==> src/rtl/div_pkg.sv <==
// Shared definitions for the radix-2 non-restoring divider.
// State encoding and step-counter sizing.
package div_pkg;

    typedef enum logic [1:0] {
        IDLE = 2'd0,
        RUN  = 2'd1,
        FIX  = 2'd2
    } div_state_e;

    localparam int DIV_WIDTH = 8;
    localparam int DIV_CNT_W = $clog2(DIV_WIDTH + 1);

    function automatic int div_cnt_w(input int w);
        return $clog2(w + 1);
    endfunction

endpackage

==> src/rtl/add_sub_unit.sv <==
// (W+1)-bit adder/subtractor for the divider partial remainder.
// Operand b is inverted by sub, and sub also supplies the carry-in.
module add_sub_unit #(
    parameter int W = 8
) (
    input  logic [W:0] a,
    input  logic [W:0] b,
    input  logic       sub,
    output logic [W:0] sum
);

    logic [W:0] b_x;
    logic [W:0] cin;

    // XOR-controlled operand and carry-in, then a plain add
    always_comb begin
        b_x = b ^ {(W + 1){sub}};
        cin = {{W{1'b0}}, sub};
        sum = a + b_x + cin;
    end

endmodule

==> src/rtl/nonrestoring_divider.sv <==
// Sequential unsigned radix-2 non-restoring divider.
// One quotient bit per clock, then a single remainder-fix step.
module nonrestoring_divider
    import div_pkg::*;
#(
    parameter int WIDTH = 8
) (
    input  logic             clk,
    input  logic             rst_n,
    input  logic             start,
    input  logic [WIDTH-1:0] dividend,
    input  logic [WIDTH-1:0] divisor,
    output logic             busy,
    output logic             done,
    output logic [WIDTH-1:0] quotient,
    output logic [WIDTH-1:0] remainder,
    output logic             div_by_zero
);

    localparam int CW = div_cnt_w(WIDTH);

    div_state_e       state;
    logic [WIDTH:0]   a_q;
    logic [WIDTH:0]   m_q;
    logic [WIDTH-1:0] q_q;
    logic [CW-1:0]    cnt;

    logic [WIDTH:0]   a_sh;
    logic [WIDTH:0]   add_a;
    logic             sub;
    logic [WIDTH:0]   sum;

    // RUN adds/subtracts M to the shifted A; FIX adds M back to A
    always_comb begin
        a_sh = {a_q[WIDTH-1:0], q_q[WIDTH-1]};
        if (state == RUN) begin
            add_a = a_sh;
            sub   = ~a_q[WIDTH];
        end else begin
            add_a = a_q;
            sub   = 1'b0;
        end
    end

    add_sub_unit #(
        .W(WIDTH)
    ) u_add_sub (
        .a  (add_a),
        .b  (m_q),
        .sub(sub),
        .sum(sum)
    );

    // Control FSM with A/Q/M datapath registers and registered results
    always_ff @(posedge clk or negedge rst_n) begin
        if (!rst_n) begin
            state       <= IDLE;
            a_q         <= '0;
            m_q         <= '0;
            q_q         <= '0;
            cnt         <= '0;
            busy        <= 1'b0;
            done        <= 1'b0;
            quotient    <= '0;
            remainder   <= '0;
            div_by_zero <= 1'b0;
        end else begin
            done <= 1'b0;
            unique case (state)
                IDLE: begin
                    if (start) begin
                        if (divisor == '0) begin
                            quotient    <= '1;
                            remainder   <= dividend;
                            div_by_zero <= 1'b1;
                            done        <= 1'b1;
                        end else begin
                            a_q   <= '0;
                            q_q   <= dividend;
                            m_q   <= {1'b0, divisor};
                            cnt   <= CW'(WIDTH);
                            busy  <= 1'b1;
                            state <= RUN;
                        end
                    end
                end
                RUN: begin
                    a_q <= sum;
                    q_q <= {q_q[WIDTH-2:0], ~sum[WIDTH]};
                    cnt <= cnt - CW'(1);
                    if (cnt == CW'(1)) begin
                        state <= FIX;
                    end
                end
                FIX: begin
                    quotient <= q_q;
                    if (a_q[WIDTH]) begin
                        remainder <= sum[WIDTH-1:0];
                    end else begin
                        remainder <= a_q[WIDTH-1:0];
                    end
                    div_by_zero <= 1'b0;
                    done        <= 1'b1;
                    busy        <= 1'b0;
                    state       <= IDLE;
                end
                default: begin
                    state <= IDLE;
                end
            endcase
        end
    end

endmodule

==> config.mk <==
export PLATFORM = sky130hd
export DESIGN_NAME = nonrestoring_divider
export DESIGN_NICKNAME = d
export VERILOG_FILES = /design/src/rtl/div_pkg.sv /design/src/rtl/add_sub_unit.sv /design/src/rtl/nonrestoring_divider.sv
export SDC_FILE = /design/constraint.sdc
export NUM_CORES = 1
export LEC_CHECK = 0
export CAP_MARGIN = 25
export CORE_ASPECT_RATIO = 1.25
export CORE_MARGIN = 2
export CORE_UTILIZATION = 56
export DETAILED_ROUTE_END_ITERATION = 8
export DONT_BUFFER_PORTS = 1
export PLACE_DENSITY = 0.78
export SLEW_MARGIN = 20
export SYNTH_ARGS = -nofsm -noshare
export SYNTH_HDL_FRONTEND = slang
export SYNTH_SLANG_ARGS = --single-unit
==> constraint.sdc <==
create_clock -name clk -period 2.9 [get_ports clk]
set_input_delay 0.435 -clock clk [delete_from_list [all_inputs] [get_ports clk]]
set_output_delay 0.435 -clock clk [all_outputs]
set_load 0.01 [all_outputs]
## Word-level counts from Yosys, hierarchy flattened

Index checks and enable logic that the tools add are counted.

| word-level totals | value |
|---|---|
| input bits | 19 |
| logic and storage cells | 64 |
| flip-flop bits (word level) | 50 |

| operators by class | value |
|---|---|
| muxes and demuxes | 31 |
| reduce and logical (&&, ||, !) cells | 9 |
| bitwise operators | 4 |
| $add $sub $neg | 3 |
| equality and inequality tests | 7 |

Operators with widths:

| operator | number |
|---|---|
| 8-bit two-way mux | 7 |
| 8-bit one-hot mux with 2 select lines | 3 |
| 9-bit two-way mux | 3 |
| 9-bit one-hot mux with 2 select lines | 1 |
| 3-bit AND reduction | 5 |
| 9-bit by 1-bit adder with 9-bit output | 1 |
| 9-bit adder | 1 |
| 8-bit by 9-bit XOR with 9-bit output | 1 |
| 8-bit logical NOT | 1 |
| 4-bit two-way mux | 2 |
| 4-bit one-hot mux with 2 select lines | 1 |
| 1-bit two-way mux | 7 |
| 2-bit two-way mux | 3 |
| 2-bit inequality test, second input constant | 3 |
| 1-bit one-hot mux with 2 select lines | 3 |
| 4-bit by 1-bit equality test with 1-bit output, second input constant | 1 |
| 2-bit one-hot mux with 2 select lines | 1 |
| 2-bit nonzero test | 2 |
| 4-bit by 1-bit subtractor with 4-bit output, second input constant | 1 |
| 1-bit inverter | 3 |
| 2-bit by 1-bit equality test with 1-bit output, second input constant | 1 |
| 2-bit equality test, second input constant | 1 |
| 2-bit logical NOT | 1 |
| 2-bit by 1-bit inequality test with 1-bit output, second input constant | 1 |

## Longest topological paths before layout

| depth | value |
|---|---|
| word-level depth | 7 |
| gate-level depth with buffers | 14 |
| gate-level depth less buffers | 11 |

## Hierarchy

From an unflattened synthesis, not the netlist that was laid out.

| second synthesis, totals | value |
|---|---|
| cells, all modules | 296 |
| area, all modules | 2721.4 sq um |

Modules (own cells, without submodules):

| module | cells an instance | times used | area an instance (sq um) | seq. area each (sq um) |
|---|---|---|---|---|
| nonrestoring_divider | 233 | 1 | 2232.1 | 1251.2 |
| add_sub_unit | 63 | 1 | 489.2 | 0.0 |

## Worst setup path before layout

Ideal clock, no wire load.

| timing path | value |
|---|---|
| kind | reg-to-reg |
| from | register state[1] |
| to | register a_q[8] |
| data required time | 2.746 ns |
| path buffers | 2 |
| slack | 0.237 ns |
| arrival | 2.509 ns |
| stages on the path, launching flop included | 14 |
| period minus slack after synthesis | 2.663 ns |
| path through | dfrtp_1 buf_6 nand2b_1 buf_6 nor2_2 xor2_1 inv_1 fa_1 nor2b_1 o31a_1 o21a_1 o21ai_0 o311ai_0 o311ai_0 |

| between the ends | value |
|---|---|
| word-level cells in the longest chain between the ends | 6 |
| elaborated cells on any way between the ends | 12 |

Ends and longest elaborated chain:

| element | RTL line | RTL |
|---|---|---|
| from (decl) | nonrestoring_divider.sv:22 | `div_state_e state;` |
| from (signal assigned) | nonrestoring_divider.sv:57 | `state <= IDLE;` |
| from (signal assigned) | nonrestoring_divider.sv:83 | `state <= RUN;` |
| from (signal assigned) | nonrestoring_divider.sv:92 | `state <= FIX;` |
| 2-bit by 1-bit equality test with 1-bit output | nonrestoring_divider.sv:36, nonrestoring_divider.sv:69 |  |
| 1-bit two-way mux | nonrestoring_divider.sv:36 | `if (state == RUN) begin` |
| 8-bit by 9-bit XOR with 9-bit output | add_sub_unit.sv:17 | `b_x = b ^ {(W + 1){sub}};` |
| 9-bit adder | add_sub_unit.sv:19 | `sum = a + b_x + cin;` |
| 9-bit by 1-bit adder with 9-bit output | add_sub_unit.sv:19 |  |
| 9-bit one-hot mux with 2 select lines | nonrestoring_divider.sv:69 | `unique case (state)` |
| to (signal assigned) | nonrestoring_divider.sv:88 | `a_q <= sum;` |
| to (decl) | nonrestoring_divider.sv:23 | `logic [WIDTH:0] a_q;` |

Parallel ways exist; a longest one is shown, timed or not.
A chain may end at the register's enable or synchronous reset.

## Worst setup path in the final report

Ends and elaborated chain as after synthesis.

==> impl_metrics.csv <==
group,metric,value,unit
drt,avgRoutedWirePerCell,16.0,um
clock_tree,numCtsBuffers,5,
placed_design,gp_congestion,0.857,
worst_setup_path,critPathSlowestCell,"dfrtp_2",
drt,drc,0,
final_layout,ff_latch_area,1250,sq um
logic_synthesis,synth_top_cell_area_share,44.7,%
drt,drtIter0Drc,133,
final_layout,layout_common_cells,"nand2_1 (66), dfrtp_1 (49), o21ai_0 (26)",
run_status,outcome,"finished clean",
sta,fin_crit,2.67,ns
logic_synthesis,ys.flop_type,"dfrtp_1",
clock_tree,root_buffer,"clkbuf_8",
clock_tree,clock_sinks,50,
grt,grt_start_max_net_pins,51,
worst_setup_path,cp_data_required_time,3.06,ns
logic_synthesis,async_flop_share,100,%
sta,fin_ws,0.234,ns
floorplan,start_util,58.7,%
floorplan,die_h,83.0,um
logic_synthesis,syn_inst,302,
hold_path,hp-start,"dividend[1]",
worst_setup_path,slowest_delay,0.46,ns
placed_design,dp_hpwl,4250,um
sta,max_slew_margin,56.3,%
clock_tree,clk_latency,0.30,ns
logic_synthesis,synth_top_cell_by_area,"dfrtp_1",
floorplan,num_io_pins,38,
logic_synthesis,synth_area_leaders,"dfrtp_1 (45%), nand2_1 (8.9%), o21ai_0 (4.7%)",
sta,clock.fmax,375,MHz
worst_setup_path,cp_cell_sequence,"nand2b_1, nor2_4, buf_4, xor2_1, ha_1, o21a_1, o31a_1, o21a_1, o311ai_1, o311ai_1",
grt,overflow,0,
sta,rsz0062_at_grt,"false",
grt,grt_use_met1,29.9,%
job,drv_cap,0,
logic_synthesis,synth.avg_cell_area,9.26,sq um
clock_tree,clk_pin_slew,0.09,ns
floorplan,rows,28,
final_layout,drive_above_1_share,11.9,%
final_layout,antennaDiodeCount,0,
grt,antenna_found_initial,0,
final_layout,syn_to_final_growth,6.89,%
grt,grt_first_pass_wirelength,9940,um
clock_tree,cts_buffer_depth,2,
worst_setup_path,worst_ep_arrival_time,2.83,ns
sta,fin_hold_ws,0.275,ns
drt,viasPerCell,5.91,
sta,maxSlewViolCount,0,
logic_synthesis,yosysSeqAreaShare,44.7,%
sta,hold_viol_final,0,
worst_setup_path,path_max_fanout,7,
sta,final.setup.tns,0,ns
grt,grt.total_usage,23.1,%
logic_synthesis,synth_seq_cells,50,
final_layout,multi_input_area,1440,sq um
floorplan,die_area,5580,sq um
logic_synthesis,yosysUniqueCellTypes,45,
logic_synthesis,synthesis.nets,331,
clock_tree,htreeDepth,2,
drt,vias,2144,
drt,drtAntennaViolNets,0,
worst_setup_path,r2r_start,"state[1]$_DFFE_PN0P_",
grt,met2_usage,36.3,%
final_layout,fin_nets,331,
sta,finalSetupViolCount,0,
worst_setup_path,startpoint_type,"flop",
worst_setup_path,crit_type,"flop to flop",
final_layout,fill_cells,407,
sta,fin_skew,0.00854,ns
worst_setup_path,end_kind,"flop",
logic_synthesis,synth_area,2800,sq um
clock_tree,cts_tree,"built",
floorplan,dieWidth,67.2,um
logic_synthesis,synth_edf_count,0,
sta,worst_pin_slew,0.654,ns
grt,use_met3,5.01,%
drt,routed_wirelength,5820,um
clock_tree,postCtsSetupRepairBufs,0,
floorplan,coreArea,4760,sq um
grt,grt_pass1_vias,2122,
worst_setup_path,cp-startpoint,"state[1]$_DFFE_PN0P_",
logic_synthesis,synth_warnings,0,
placed_design,place_ws,0.184,ns
drt,drt_pass1_iterations,4,
hold_path,min_path_type,"input pin to flop",
grt,top_usage_layer,"met2",
sta,period_share,91.9,%
final_layout,mostFrequentLayoutCell,"nand2_1",
placed_design,io_buffers,0,
-- layout make-up --
type / count / area share, %
well taps: 60 / 2.51
clock inverters: 2 / 0.418
multi-input cells: 227 / 48.0
repair buffers: 10 / 3.39
inverters: 8 / 1.00
clock buffers: 6 / 2.76
flip-flops and latches: 50 / 41.9
-- sequential cells by signal, indices dropped and copies added (netlist names) --
signal and flops:
div_by_zero 1, quotient 8, cnt 4, a_q 9, remainder 8, done 1
m_q 8, state 2, busy 1, q_q 8
-- critical path, delay by kind of cell (launching register included) --
family | cells | cell delay, ns
flops | 1 | 0.46
xor+xnor | 1 | 0.16
buf+inv | 1 | 0.19
simple gates | 2 | 0.42
fa+ha+maj | 1 | 0.30
compound gates | 5 | 1.01
-- cells by family (layout without fill, tap and decap cells) --
logic type / after synthesis / after routing / synth area share [%]
mux: 20 / 20 / 7.87
simple gates: 118 / 118 / 19.1
xor+xnor: 18 / 18 / 5.64
buf+inv: 25 / 26 / 4.38
fa+ha+maj: 10 / 10 / 4.74
flops: 50 / 50 / 44.7
compound gates: 61 / 61 / 13.5
-- repair_timing --
item / 4_1_cts / 5_1_grt
resized for setup: 0 / 6
hold buffers: 2 / 0
endpoints found under the setup margin: 0 / 3
endpoints found under the hold margin: 50 / 0
-- synth_stat cells, types with 8 or more instances --
cell type   n
a21oi_1     8
clkbuf_1    8
dfrtp_1    50
ha_1        9
inv_1       8
mux2_2      8
mux2i_1    10
nand2_1    66
nor2_1     16
o21ai_0    26
o22ai_1     9
xnor2_1     8
xor2_1     10
-- final timing paths --
check | end | slack, ns | cells after the start
hold / removal | remainder[1]$_DFFE_PN0P_ | 0.28 | 2
setup / recovery | a_q[8]$_DFFE_PN0P_ | 0.23 | 10
max in group asynchronous | state[1]$_DFFE_PN0P_ | 2.04 | 2
hold reg to reg | quotient[3]$_DFFE_PN0P_ | 0.51 | 2
setup reg to reg | a_q[8]$_DFFE_PN0P_ | 0.23 | 10
min in group asynchronous | quotient[3]$_DFFE_PN0P_ | 0.63 | 2
-- metrics by stage --
stage                     area, sq um  std cells  util, %
after global placement           2850        353     59.7
final                            2990        363     62.8
after CTS                        2980        363     62.5
after detailed placement         2850        353     59.7
after floorplan                  2800        302        -
after global routing             2990        363     62.8
-- layer usage --
metal	up-vias	part of all wire (%)
met5	-	0
met4	0	1.9
met3	10	7.3
met2	67	49
met1	1022	42
li1	1045	-
Power is left out: the tool's default activity adds up to more than one toggle a clock period on the data nets, which glitch-free logic cannot reach.
